**config.mk**
```make
export PLATFORM = sky130hd
export DESIGN_NAME = register_file_sb_flat
export DESIGN_NICKNAME = d
export VERILOG_FILES = /design/src/rtl/register_file_sb_if.sv /design/src/rtl/register_file_sb.sv /design/src/flat_wrapper.sv
export SDC_FILE = /design/constraint.sdc
export NUM_CORES = 2
export LEC_CHECK = 0
export ABC_AREA = 1
export BUFFER_PORTS_ARGS = -buffer_cell sky130_fd_sc_hd__buf_2
export CORE_MARGIN = 1.5
export CORE_UTILIZATION = 40
export CTS_CLUSTER_SIZE = 24
export DETAILED_ROUTE_END_ITERATION = 6
export PLACE_DENSITY = 0.59
export SLEW_MARGIN = 20
export SYNTH_ARGS = -nofsm -noshare
export SYNTH_HDL_FRONTEND = slang
export SYNTH_SLANG_ARGS = --single-unit
```
**constraint.sdc**
```tcl
create_clock -name clock -period 3.8 [get_ports clock]
set_clock_uncertainty 0.05 [all_clocks]
set_input_delay 0.38 -clock clock [delete_from_list [all_inputs] [get_ports clock]]
set_output_delay 0.38 -clock clock [all_outputs]
set_load 0.02 [all_outputs]
```
**src/rtl/register_file_sb_if.sv**
```systemverilog
// Decode-stage register file bus: writeback, issue and the two operand read ports.
// The master is the pipeline; the slave is the register file.
interface register_file_sb_if #(
  parameter int unsigned DATA_WIDTH = 32,
  parameter int unsigned ADDR_WIDTH = 5
);
  logic                  w_en;
  logic [ADDR_WIDTH-1:0] waddr;
  logic [DATA_WIDTH-1:0] data_in;
  logic                  issue_en;
  logic [ADDR_WIDTH-1:0] issue_addr;
  logic [ADDR_WIDTH-1:0] rd_addr_rs;
  logic [ADDR_WIDTH-1:0] rd_addr_rt;
  logic [DATA_WIDTH-1:0] data_out_rs;
  logic [DATA_WIDTH-1:0] data_out_rt;
  logic                  busy_rs;
  logic                  busy_rt;
  logic [ADDR_WIDTH:0]   pending_cnt;

  modport master (
    output w_en, waddr, data_in, issue_en, issue_addr, rd_addr_rs, rd_addr_rt,
    input  data_out_rs, data_out_rt, busy_rs, busy_rt, pending_cnt
  );

  modport slave (
    input  w_en, waddr, data_in, issue_en, issue_addr, rd_addr_rs, rd_addr_rt,
    output data_out_rs, data_out_rt, busy_rs, busy_rt, pending_cnt
  );
endinterface

```
**src/rtl/register_file_sb.sv**
```systemverilog
// Two-read/one-write register file with a per-register pending scoreboard,
// optional hardwired zero register, writeback bypass and a pending-register count.
module register_file_sb #(
  parameter int unsigned DATA_WIDTH = 32,
  parameter int unsigned ADDR_WIDTH = 5,
  parameter int unsigned ZERO_REG   = 1,
  parameter int unsigned BYPASS     = 1,
  parameter int unsigned RESET_MODE = 0
) (
  input logic               clock,
  input logic               reset,
  register_file_sb_if.slave bus
);

  localparam int unsigned DEPTH  = 2 ** ADDR_WIDTH;
  localparam int unsigned CNT_W  = ADDR_WIDTH + 1;
  localparam int unsigned NPORTS = 2;
  localparam logic [ADDR_WIDTH-1:0] ZERO_ADDR = '0;

  logic [DATA_WIDTH-1:0] mem [DEPTH];
  logic [DEPTH-1:0]      busy;
  logic [DEPTH-1:0]      busy_next;
  logic [CNT_W-1:0]      cnt;

  logic wr_ok;
  logic issue_ok;
  logic cnt_inc;
  logic cnt_dec;

  logic [ADDR_WIDTH-1:0] raddr [NPORTS];
  logic [DATA_WIDTH-1:0] rdata [NPORTS];
  logic                  rbusy [NPORTS];

  // Accesses aimed at a hardwired zero register are dropped entirely.
  assign wr_ok    = bus.w_en     && !((ZERO_REG != 0) && (bus.waddr == ZERO_ADDR));
  assign issue_ok = bus.issue_en && !((ZERO_REG != 0) && (bus.issue_addr == ZERO_ADDR));

  // A register only enters the count when it was idle; a same-address write never
  // retires an issue landing on the same edge.
  assign cnt_inc = issue_ok && !busy[bus.issue_addr];
  assign cnt_dec = wr_ok && busy[bus.waddr] && !(issue_ok && (bus.issue_addr == bus.waddr));

  // Scoreboard next state: clear on writeback, then set on issue so set wins.
  always_comb begin
    busy_next = busy;
    if (wr_ok) begin
      busy_next[bus.waddr] = 1'b0;
    end
    if (issue_ok) begin
      busy_next[bus.issue_addr] = 1'b1;
    end
  end

  // Storage, scoreboard and pending count; reset overrides any same-cycle traffic.
  always_ff @(posedge clock) begin
    if (reset) begin
      for (int unsigned i = 0; i < DEPTH; i++) begin
        mem[i] <= (RESET_MODE == 1) ? DATA_WIDTH'(i) : '0;
      end
      busy <= '0;
      cnt  <= '0;
    end else begin
      if (wr_ok) begin
        mem[bus.waddr] <= bus.data_in;
      end
      busy <= busy_next;
      cnt  <= cnt + CNT_W'(cnt_inc) - CNT_W'(cnt_dec);
    end
  end

  assign raddr[0] = bus.rd_addr_rs;
  assign raddr[1] = bus.rd_addr_rt;

  // Independent combinational read ports with writeback forwarding and zero override.
  always_comb begin
    for (int unsigned p = 0; p < NPORTS; p++) begin
      rdata[p] = mem[raddr[p]];
      rbusy[p] = busy[raddr[p]];
      if ((BYPASS != 0) && wr_ok && (bus.waddr == raddr[p])) begin
        rdata[p] = bus.data_in;
        rbusy[p] = issue_ok && (bus.issue_addr == raddr[p]);
      end
      if ((ZERO_REG != 0) && (raddr[p] == ZERO_ADDR)) begin
        rdata[p] = '0;
        rbusy[p] = 1'b0;
      end
    end
  end

  assign bus.data_out_rs = rdata[0];
  assign bus.data_out_rt = rdata[1];
  assign bus.busy_rs     = rbusy[0];
  assign bus.busy_rt     = rbusy[1];
  assign bus.pending_cnt = cnt;

endmodule

```
**src/flat_wrapper.sv**
```systemverilog
// flat-port wrapper written by rule: the top's interface ports become plain ports
module register_file_sb_flat 
#(
  parameter int unsigned DATA_WIDTH = 32,
  parameter int unsigned ADDR_WIDTH = 5,
  parameter int unsigned ZERO_REG   = 1,
  parameter int unsigned BYPASS     = 1,
  parameter int unsigned RESET_MODE = 0
)
  (clock, reset, bus_w_en, bus_waddr, bus_data_in, bus_issue_en, bus_issue_addr, bus_rd_addr_rs, bus_rd_addr_rt, bus_data_out_rs, bus_data_out_rt, bus_busy_rs, bus_busy_rt, bus_pending_cnt);
  register_file_sb_if #(.DATA_WIDTH(DATA_WIDTH), .ADDR_WIDTH(ADDR_WIDTH)) bus_i ();
  input logic clock;
  input logic reset;
  input wire logic [$bits(bus_i.w_en)-1:0] bus_w_en;
  input wire logic [$bits(bus_i.waddr)-1:0] bus_waddr;
  input wire logic [$bits(bus_i.data_in)-1:0] bus_data_in;
  input wire logic [$bits(bus_i.issue_en)-1:0] bus_issue_en;
  input wire logic [$bits(bus_i.issue_addr)-1:0] bus_issue_addr;
  input wire logic [$bits(bus_i.rd_addr_rs)-1:0] bus_rd_addr_rs;
  input wire logic [$bits(bus_i.rd_addr_rt)-1:0] bus_rd_addr_rt;
  output wire logic [$bits(bus_i.data_out_rs)-1:0] bus_data_out_rs;
  output wire logic [$bits(bus_i.data_out_rt)-1:0] bus_data_out_rt;
  output wire logic [$bits(bus_i.busy_rs)-1:0] bus_busy_rs;
  output wire logic [$bits(bus_i.busy_rt)-1:0] bus_busy_rt;
  output wire logic [$bits(bus_i.pending_cnt)-1:0] bus_pending_cnt;
  assign bus_i.w_en = bus_w_en;
  assign bus_i.waddr = bus_waddr;
  assign bus_i.data_in = bus_data_in;
  assign bus_i.issue_en = bus_issue_en;
  assign bus_i.issue_addr = bus_issue_addr;
  assign bus_i.rd_addr_rs = bus_rd_addr_rs;
  assign bus_i.rd_addr_rt = bus_rd_addr_rt;
  assign bus_data_out_rs = bus_i.data_out_rs;
  assign bus_data_out_rt = bus_i.data_out_rt;
  assign bus_busy_rs = bus_i.busy_rs;
  assign bus_busy_rt = bus_i.busy_rt;
  assign bus_pending_cnt = bus_i.pending_cnt;
  register_file_sb #(.DATA_WIDTH(DATA_WIDTH), .ADDR_WIDTH(ADDR_WIDTH), .ZERO_REG(ZERO_REG), .BYPASS(BYPASS), .RESET_MODE(RESET_MODE)) u_core (.clock(clock), .reset(reset), .bus(bus_i));
endmodule
```
==> results.txt <==
The count of vias placed by the detailed router came out at about 56000. The cell count after synthesis is ~7300. The minimum setup slack among reg-to-reg paths is just under 0.9 ns. The area growth from synthesis to final layout is 11.1%.

~130 I/O pins were placed. The final reports fail on DRC. The final layout contains routed wiring with a total length of between 200 and 300 mm.

Clock-pin slew was measured on the worst setup and hold paths at 0.06 ns. The remaining number of nets flagged by the antenna check after routing is 0. The number of placement rows came out at around 140. Setup repair after global routing left no endpoint under its margin.

The post-layout minimum cycle time came out at 3.44 ns. The delay of the slowest cell on the worst path is around 0.71 ns. Measured in cells, the most critical reg-to-reg path has a length of 15. The area fraction in compound gates after synthesis was 0.144. The tree is rooted in a clkbuf_16. The worst setup path is captured at a primary output. The netlist uses between 40 and 50 different library cells. Traced cell by cell, the critical path runs through buf_8, buf_12, nor4_4, inv_1, o21ai_1, inv_1, nand2_1, inv_1, buf_2. At the pin with the least slew margin, the transition time is between 1 and 1.5 ns. The pin count of the biggest net entering global routing came out at between 100 and 150. After legalization and detailed placement, the total HPWL measured approximately 150 mm. The leakage dissipation came out at roughly 0.027 µW.

For this configuration, the core starts out at a cell density of 0.402. The summed instance area of the synthesized netlist came out at ~60000 µm². The sum of buffers and inverters on the critical path came out at 6. The cell count along the critical path came out at 9. The average instance in the mapped netlist occupies approximately 8.4 µm². The parity-gate share of the synthesized area counting xor and xnor cells came out at 0.00242. Broken down by cell family, the worst path's largest delay share belongs to buffers and inverters. The worst reg2reg path endpoint is u_core.bus.pending_cnt[4]. The final setup violation count came out at 0. The worst register-to-register path begins at u_core.busy[12]. The max capacitance violation total came out at 0. The worst-case clock buffer depth came out at 3.

The flow ran to the end, but the final reports show violations. The worst-case IR drop observed on VDD is between 300 and 400 µV. The slowest cell on the critical path is nor4_4.

The fraction of layout cells with a size suffix above 1 came out at 0.103. Once placement finished, the instance area stood at ~64000 µm². The die is about 390 µm wide.

The final instance area came out at roughly 68000 µm². The number of synthesized flops with an enable pin is 1024. In this run the worst hold path is classified as in2reg.

The global placement routability congestion is between 0.9 and 1. The biggest fanout along the worst timing path is between 40 and 50. The clock latency on the worst-skew pair came out at between 0.7 and 0.8 ns. Headroom to the max-slew limit came out at 0.247. The setup TNS is 0 ns. The number of global-route vias before repair is ~52000. After clock tree synthesis, the repair step resized 0 gates. The number of nets in the final layout came out at just over 7000. The critical path is of the in2out type.

After synthesis the netlist holds a flip-flop and latch count of approximately 1100. The number of H-tree branching levels came out at 3. The sequential area share after synthesis came out at 0.517.

The most used flip-flop cell after synthesis is edfxtp_1. The global-route usage over all layers came out at 0.319. The number of antenna violations at the first check in global routing is 6. The total die area came out at ~150000 µm². The number of vias per cell came out at ~6.0.

The fraction of synthesis flops using an asynchronous set or reset pin came out at 0. The total congestion overflow after global routing is 0. The number of violations reported at the end of detailed-routing iteration 0 came out at 9184. Dividing the final minimum period by the clock period gives 0.904. The critical path starts at bus_rd_addr_rt[0].

The power density over cell area is around 450 nW/µm². The wire length of the first global-routing pass came out at 362 mm. The endpoint of the worst setup timing path is bus_data_out_rt[12]. The total count of hold-check failures in the final report is 0.

The post-synthesis share of cell area spent on full adders, half adders and majority gates is 0.00156. The TritonCTS clock tree is done. In this run the most critical hold path is launched from bus_issue_addr[0].

The area fraction in and, or, nand and nor cells after synthesis came out at 0.236. The worst path arrival time came out at 3.01 ns. For this design, the sink count on the clock tree is 1062. The post-detailed-route DRC marker count came out at 1. The yosys synthesis warning count is 0. The number of optimization iterations in the first detailed-route pass came out at 7. By area, the combinational part of the netlist is dominated by simple AND/OR/NAND/NOR gates. The maximum clock rate is slightly below 300 MHz. At the worst endpoint, the required time is 3.37 ns. The multiplexer share of the synthesized area came out at 0.

The buffer count from post-CTS setup fixing came out at 0. The library cell appearing most often on the critical path is inv_1. The element type at the critical path start is a primary input. The number of buffers inserted by hold repair at cts is 1. The wire length per cell after detailed routing came out at between 20 and 30 µm. The number of pins with negative max-slew slack in the final report is 0.

Buffers inserted during clock tree synthesis total 120. The number of buffers inserted by port buffering is 127. The area of the core is 152000 µm². The vertical die dimension is 393 µm.
==> metrics by stage <==
stage	setup slack (ns)	hold slack, ns	std cells	total power, µW	utilization
4_1_cts	0.531	0.0854	9290	30200	0.447
3_3_place_gp	0.395	0.511	9061	18300	0.420
2_1_floorplan	0.810	0.400	7315	16600	-
3_5_place_dp	0.474	0.507	9061	18400	0.420
5_1_grt	0.391	0.132	9290	31100	0.447
6_report	0.364	0.125	9292	30300	0.447
==> layout make-up <==
cell class              count  area, µm²
multi-input cells        4897      23700
well taps                2030       2540
flip-flops and latches   1062      31500
inverters                 683       2590
diodes                      2       5.00
repair buffers            390       3400
fillers                 14500      83800
clock buffers             150       3240
clock inverters            78        732
==> cell families after synthesis <==
family,after synthesis
flops,1062
xor+xnor,16
simple gates,3404
other cells,1
fa+ha+maj,7
buf+inv,1356
compound gates,1438
==> state kept, by name, indices dropped and copies added (netlist names) <==
signal / cells
u_core.bus.pending_cnt: 6
u_core.mem: 1024
u_core.busy: 32
==> worst min-delay path by stage <==
stage	endpoint	slack (ns)	cells past startpoint
final	u_core.busy[1]	0.12	4
after global placement	u_core.busy[17]	0.51	2
after floorplan	u_core.busy[0]	0.40	2
after CTS	u_core.busy[1]	0.09	4
after detailed placement	u_core.busy[17]	0.51	2
after global routing	u_core.busy[1]	0.13	4
==> routing by layer <==
layer,GRT usage,up-vias,routed length [µm],part of all wire
met5,0,-,0,0
met4,0.135,0,12000,0.047
met3,0.0646,740,33200,0.13
met2,0.480,3987,110000,0.43
met1,0.445,26900,99600,0.39
li1,-,24500,-,-
==> where the power goes <==
part | switching [µW] | internal (µW)
clock network | 5050 | 6890
registers | 259 | 13500
logic | 3340 | 1240
==> synth_stat cells (5+ instances only) <==
library cell / number / share of area
xor2_1: 9 / 0.0013
nor2_1: 1152 / 0.071
a21oi_1: 349 / 0.029
nor2_2: 5 / 0.00051
buf_4: 67 / 0.0083
inv_2: 17 / 0.0010
ha_1: 6 / 0.0012
a22oi_1: 16 / 0.0020
o211ai_1: 552 / 0.068
nand2_1: 1195 / 0.074
buf_6: 36 / 0.0067
dfxtp_1: 38 / 0.012
nand3_2: 13 / 0.0021
buf_2: 301 / 0.025
o21ai_1: 27 / 0.0022
inv_1: 665 / 0.041
a21oi_2: 20 / 0.0029
xnor2_1: 6 / 0.00086
nor2_4: 5 / 0.00092
o22ai_1: 18 / 0.0018
clkbuf_1: 222 / 0.014
buf_1: 44 / 0.0027
nand3_1: 940 / 0.077
o21ai_0: 444 / 0.036
or2_2: 52 / 0.0053
edfxtp_1: 1024 / 0.50
nor3_1: 23 / 0.0019
==> cells in the final DEF, fill, tap and decap left out, types with 6 or more instances in the layout <==
cell and n:
clkinv_2 27, clkbuf_16 125, conb_1 32, nand2_2 33, buf_4 208, clkbuf_1 23
nor2_1 1152, inv_1 646, nand2_1 1164, buf_2 117, buf_12 58, o22ai_1 18
xnor2_1 6, bufinv_16 13, nand3_2 29, inv_2 23, or2_2 52, nor3_1 23
edfxtp_1 1024, inv_6 7, clkinv_1 40, nand3_1 924, o211ai_1 552, xor2_1 9
o21ai_0 444, dfxtp_1 38, a22oi_1 16, o21ai_1 27, ha_1 6, a21oi_2 20
a21oi_1 349, nor2_4 6
==> worst min-delay path, stage by stage <==
cell and delay (ns):
buf_2 0.15, nand2_1 0.10, buf_4 0.13, o22ai_1 0.08
Power figures use the tool's default switching activity.
